$ cat config.mk
export PLATFORM = sky130hd
export DESIGN_NAME = simple_connect_rr_arb_flat
export DESIGN_NICKNAME = d
export VERILOG_FILES = /design/src/rtl/simple_connect_rr_arb_if.sv /design/src/rtl/simple_connect_rr_arb.sv /design/src/flat_wrapper.sv
export SDC_FILE = /design/constraint.sdc
export NUM_CORES = 1
export LEC_CHECK = 0
export ABC_AREA = 1
export BUFFER_PORTS_ARGS = -buffer_cell sky130_fd_sc_hd__buf_4
export CORE_MARGIN = 3
export CORE_UTILIZATION = 35
export CTS_BUF_LIST = sky130_fd_sc_hd__clkbuf_8 sky130_fd_sc_hd__clkbuf_16
export DETAILED_ROUTE_END_ITERATION = 12
export PLACE_DENSITY = 0.7
export REMOVE_ABC_BUFFERS = 1
export SYNTH_ARGS = -nofsm -noshare
export SYNTH_HDL_FRONTEND = slang
export SYNTH_SLANG_ARGS = --single-unit
$ cat constraint.sdc
create_clock -name clk -period 4.4 [get_ports clk]
set_clock_uncertainty 0.2 [all_clocks]
set_input_delay 0.88 -clock clk [delete_from_list [all_inputs] [get_ports clk]]
set_output_delay 0.88 -clock clk [all_outputs]
set_load 0.02 [all_outputs]
$ cat src/rtl/simple_connect_rr_arb_if.sv
// Handshake bundle between N_REQ requesters, the round-robin arbiter and the
// downstream sink. The arbiter uses the slave modport; the requester/sink side uses master.
interface simple_connect_rr_arb_if #(
    parameter int N_REQ = 4,
    parameter int DW    = 8
);
    localparam int IW = $clog2(N_REQ);

    logic [N_REQ-1:0]    req_vld;
    logic [N_REQ*DW-1:0] req_data;
    logic [N_REQ-1:0]    req_last;
    logic [N_REQ-1:0]    req_rdy;
    logic [DW-1:0]       d_out;
    logic                d_out_vld;
    logic                d_out_rdy;
    logic [IW-1:0]       grant_id;

    modport master (
        output req_vld, req_data, req_last, d_out_rdy,
        input  req_rdy, d_out, d_out_vld, grant_id
    );

    modport slave (
        input  req_vld, req_data, req_last, d_out_rdy,
        output req_rdy, d_out, d_out_vld, grant_id
    );
endinterface

$ cat src/rtl/simple_connect_rr_arb.sv
// Round-robin arbiter feeding a one-deep registered output stage.
// Define SIMPLE_CONNECT_RR_ARB_BURST_HOLD_EN to keep a grant locked until req_last.
module simple_connect_rr_arb #(
    parameter int N_REQ = 4,
    parameter int DW    = 8
) (
    input logic                  clk,
    input logic                  resetn,
    simple_connect_rr_arb_if.slave bus
);
    localparam int IW = $clog2(N_REQ);

    logic [IW-1:0]    ptr;
    logic [IW-1:0]    rr_win;
    logic             rr_found;
    logic [IW-1:0]    sel;
    logic             eligible;
    logic             can_load;
    logic             grant_en;
    logic [N_REQ-1:0] rdy;
    logic [DW-1:0]    d_out_q;
    logic             d_out_vld_q;
    logic [IW-1:0]    grant_id_q;

`ifdef SIMPLE_CONNECT_RR_ARB_BURST_HOLD_EN
    typedef enum logic {ARB, LOCK} state_t;
    state_t        state;
    logic [IW-1:0] lk;
`else
    logic unused_last;
    assign unused_last = ^bus.req_last;
`endif

    assign can_load = !d_out_vld_q || bus.d_out_rdy;

    // Search starts just after the last winner so the previous winner has lowest priority.
    always_comb begin
        rr_win   = '0;
        rr_found = 1'b0;
        for (int k = 1; k <= N_REQ; k++) begin
            if (!rr_found && bus.req_vld[(int'(ptr) + k) % N_REQ]) begin
                rr_found = 1'b1;
                rr_win   = IW'((int'(ptr) + k) % N_REQ);
            end
        end
    end

`ifdef SIMPLE_CONNECT_RR_ARB_BURST_HOLD_EN
    assign sel      = (state == LOCK) ? lk : rr_win;
    assign eligible = (state == LOCK) ? bus.req_vld[lk] : rr_found;
`else
    assign sel      = rr_win;
    assign eligible = rr_found;
`endif

    // Nothing is accepted while reset is held, so no requester mistakes it for a transfer.
    assign grant_en = resetn && can_load && eligible;

    always_comb begin
        rdy = '0;
        if (grant_en) begin
            rdy[sel] = 1'b1;
        end
    end

    always_ff @(posedge clk or negedge resetn) begin
        if (!resetn) begin
            d_out_q     <= '0;
            d_out_vld_q <= 1'b0;
            grant_id_q  <= '0;
            ptr         <= IW'(N_REQ - 1);
`ifdef SIMPLE_CONNECT_RR_ARB_BURST_HOLD_EN
            state       <= ARB;
            lk          <= '0;
`endif
        end else begin
            if (grant_en) begin
                d_out_q     <= bus.req_data[sel*DW +: DW];
                grant_id_q  <= sel;
                d_out_vld_q <= 1'b1;
                ptr         <= sel;
`ifdef SIMPLE_CONNECT_RR_ARB_BURST_HOLD_EN
                if (state == ARB) begin
                    if (!bus.req_last[sel]) begin
                        state <= LOCK;
                        lk    <= sel;
                    end
                end else if (bus.req_last[lk]) begin
                    state <= ARB;
                end
`endif
            end else if (bus.d_out_rdy) begin
                d_out_vld_q <= 1'b0;
            end
        end
    end

    assign bus.req_rdy   = rdy;
    assign bus.d_out     = d_out_q;
    assign bus.d_out_vld = d_out_vld_q;
    assign bus.grant_id  = grant_id_q;
endmodule

$ cat src/flat_wrapper.sv
// flat-port wrapper written by rule: the top's interface ports become plain ports
module simple_connect_rr_arb_flat 
#(
    parameter int N_REQ = 4,
    parameter int DW    = 8
)
  (clk, resetn, bus_req_vld, bus_req_data, bus_req_last, bus_d_out_rdy, bus_req_rdy, bus_d_out, bus_d_out_vld, bus_grant_id);
  simple_connect_rr_arb_if #(.N_REQ(N_REQ), .DW(DW)) bus_i ();
  input logic clk;
  input logic resetn;
  input wire logic [$bits(bus_i.req_vld)-1:0] bus_req_vld;
  input wire logic [$bits(bus_i.req_data)-1:0] bus_req_data;
  input wire logic [$bits(bus_i.req_last)-1:0] bus_req_last;
  input wire logic [$bits(bus_i.d_out_rdy)-1:0] bus_d_out_rdy;
  output wire logic [$bits(bus_i.req_rdy)-1:0] bus_req_rdy;
  output wire logic [$bits(bus_i.d_out)-1:0] bus_d_out;
  output wire logic [$bits(bus_i.d_out_vld)-1:0] bus_d_out_vld;
  output wire logic [$bits(bus_i.grant_id)-1:0] bus_grant_id;
  assign bus_i.req_vld = bus_req_vld;
  assign bus_i.req_data = bus_req_data;
  assign bus_i.req_last = bus_req_last;
  assign bus_i.d_out_rdy = bus_d_out_rdy;
  assign bus_req_rdy = bus_i.req_rdy;
  assign bus_d_out = bus_i.d_out;
  assign bus_d_out_vld = bus_i.d_out_vld;
  assign bus_grant_id = bus_i.grant_id;
  simple_connect_rr_arb #(.N_REQ(N_REQ), .DW(DW)) u_core (.clk(clk), .resetn(resetn), .bus(bus_i));
endmodule
==> qor.yml <==
worst_setup_path:
  crit_type: "in2out"
  cp.arrival_ns: 2.40
  crit_chain: "buf_4, inv_1, nand2_1, nand3_1, nand2_1, nor2_8, nand3_4, nand3_4, inv_2, nand2_1, nor2_1, buf_4"
  critPathMaxStageDelay_ns: 0.27
  crit_path_frequent_cell: "nand2_1"
  critPathRequiredTime_ns: 3.32
  cp-end-kind: "primary output"
  startpoint: "bus_req_vld[3]"
  r2r_start: "u_core.ptr[0]"
  crit_buf_inv: 4
  startpoint_type: "primary input"
  cp_max_fo: 16
  critical_path.slowest_cell: "nand3_4"
  critPathTopFamily: "simple AND/OR/NAND/NOR gates"
clocking:
  cts_resized: 0
  htree_levels: 1
  postCtsSetupBuffers: 0
  path_clk_slew_ns: 0.05
  clock-sinks: 13
  clk_path_buf_depth: 2
  clock_latency_ns: 0.24
  cts_tree: "yes"
  numCtsBuffers: 3
  hold_buffers: 0
  cts-root-buf: "clkbuf_8"
floorplanning:
  die_x_um: 64.6
  io_pins: 58
  placementRows: 20
  dieArea_um2: 4170
  start_util: 0.381
  die_y_um: 64.6
  coreArea_um2: 3150
placed_design:
  place.port_buffers: 53
  gp_congestion: 0.824
  place_hpwl_um: 2300
yosys:
  yosysWarnings: 0
  ys_ff_latch: 13
  avgSynthCellArea_um2: 6.64
  ys_types: 24
  syn_area_um2: 1200
  yosysSeqAreaShare: 0.273
  synth_cells: 181
power_and_ir_drop:
  swShare: 0.554
  switching_power_mw: 0.756
  leakage_nw: 0.950
  p_comb_frac: 0.748
  internal-power_mw: 0.609
  seqPwrFrac: 0.177
  ir_drop_mv: 0.306
  p_per_area_nw_per_um2: 831
  clkPwrFrac: 0.075
final_layout:
  nets: 276
  drive_above_1_share: 0.345
  mostFrequentLayoutCell: "nand2_1"
  layout_common_cells: "62 x nand2_1, 53 x buf_4, 29 x nand3_1"
  post-route-util: 0.521
  area_delta_synth_final_pct: 36.6
  antennaDiodeCount: 0
sta:
  drv_slew: 0
  fin_crit_sh: 0.790
  setup_viol: 0
  worst_slew_pin_slew_ns: 0.395
  rsz0062_at_grt: "false"
  final_hold_viol_count: 0
  min_period_ns: 3.48
  clock.fmax_mhz: 288
  slew_headroom: 0.736
  fin_setup_tns_ns: 0
detailed_routing:
  dr.pass1.iters: 4
  drc: 0
  first_iter_violations: 51
  routed_wl_um: 2850
  ant_nets: 0
  vias: 1239
  wire_per_inst_um: 10.3
  via_per_inst: 4.49
min_path:
  hold_start: "u_core.bus.d_out[7]"
  hp-class: "reg2reg"
flow_run:
  maxCapViolCount: 0
global_routing:
  track_usage: 0.154
  grt_pass1_vias: 1207
  antenna_found_initial: 0
  grt_pass1_wl_um: 5160
  gr-total-overflow: 0
  grt_max_degree: 22
run_status:
  status: "finished clean"
-- path summary, 6_finish.rpt --
| kind | endpoint | slack, ns | depth (start not counted) |
|---|---|---|---|
| max | bus_req_rdy[1] | 0.92 | 12 |
| min in group asynchronous | u_core.bus.d_out[0] | 0.29 | 1 |
| min reg2reg | u_core.bus.d_out[7] | 0.28 | 2 |
| min | u_core.bus.d_out[7] | 0.28 | 2 |
| max reg2reg | u_core.bus.d_out[3] | 2.03 | 9 |
| max in group asynchronous | u_core.ptr[1] | 3.47 | 1 |
-- synth_stat cells --
cell	instances	area, um2
o21ai_0	1	5.00
inv_2	4	15.0
nor2_4	1	11.3
o21a_1	1	7.51
buf_4	1	7.51
buf_6	4	45.0
dfrtp_1	11	275
nor2_1	6	22.5
buf_2	1	5.00
o211ai_1	5	37.5
nand3_2	1	10.0
a21oi_1	2	10.0
inv_4	1	6.26
nand3b_1	5	37.5
dfstp_2	2	52.6
inv_1	27	101
nand2_1	62	233
nand2_4	1	11.3
nor3_1	2	10.0
nor2_8	2	40.0
nand3_4	3	52.6
nand2_2	8	50.1
inv_8	1	11.3
nand3_1	29	145
-- per-stage QoR --
| step | hold WS [ns] | std cells | instance area (um2) | total power, mW | worst slack [ns] |
|---|---|---|---|---|---|
| after floorplan | 0.332 | 175 | 1140 | 0.995 | 1.17 |
| after global placement | 0.268 | 272 | 1600 | 1.28 | 0.903 |
| after detailed placement | 0.271 | 272 | 1600 | 1.28 | 0.904 |
| after CTS | 0.285 | 276 | 1640 | 1.38 | 0.902 |
| after global routing | 0.288 | 276 | 1640 | 1.52 | 0.742 |
| final | 0.280 | 276 | 1640 | 1.36 | 0.925 |
-- power groups by stage --
stage               Combinational (mW)  Sequential [mW]  Clock [mW]
floorplan                        0.698            0.298           0
global placement                  1.03            0.243           0
detailed placement                1.04            0.242           0
CTS                               1.04            0.242       0.106
global route                      1.15            0.251       0.114
finish                            1.02            0.242       0.102
-- flip-flops by register name (all words and copies together), names as in the netlist --
name and flops:
u_core.bus.d_out 8, u_core.bus.grant_id 2, u_core.ptr 2, u_core.bus.d_out_vld 1
-- kinds of logic (layout without fill, tap and decap cells) --
family	Yosys count	after routing	share of synthesized area
buffers and inverters	39	90	0.159
AND/OR/NAND/NOR	120	120	0.518
flip-flops	13	13	0.273
AO/OA/AOI/OAI	9	9	0.0499
-- per-layer routing --
layer  vias to the layer above  GRT usage  routed length, um
li1                        669          -                  -
met1                       531      0.188               1230
met2                        37      0.256               1340
met3                         2     0.0433                252
met4                         0     0.0554                 23
met5                         -          0                  0
-- final cells by class --
| cell class | instances | area (um2) |
|---|---|---|
| Clock inverter | 1 | 3.75 |
| Tap cell | 44 | 55.1 |
| Sequential cell | 13 | 328 |
| Clock buffer | 3 | 41.3 |
| Multi-Input combinational cell | 129 | 683 |
| Fill cell | 342 | 1510 |
| Inverter | 33 | 134 |
| Timing Repair Buffer | 53 | 398 |
-- worst reg2reg max path, cell delays in order (launching register included) --
cell,delay [ns]
dfstp_2,0.67
inv_8,0.07
nand2_2,0.07
nand3_1,0.08
nand2_1,0.17
nor2_8,0.07
nand3_4,0.15
nand3_2,0.37
o211ai_1,0.31
nand3_1,0.09
(Power assumes the default switching activity.)
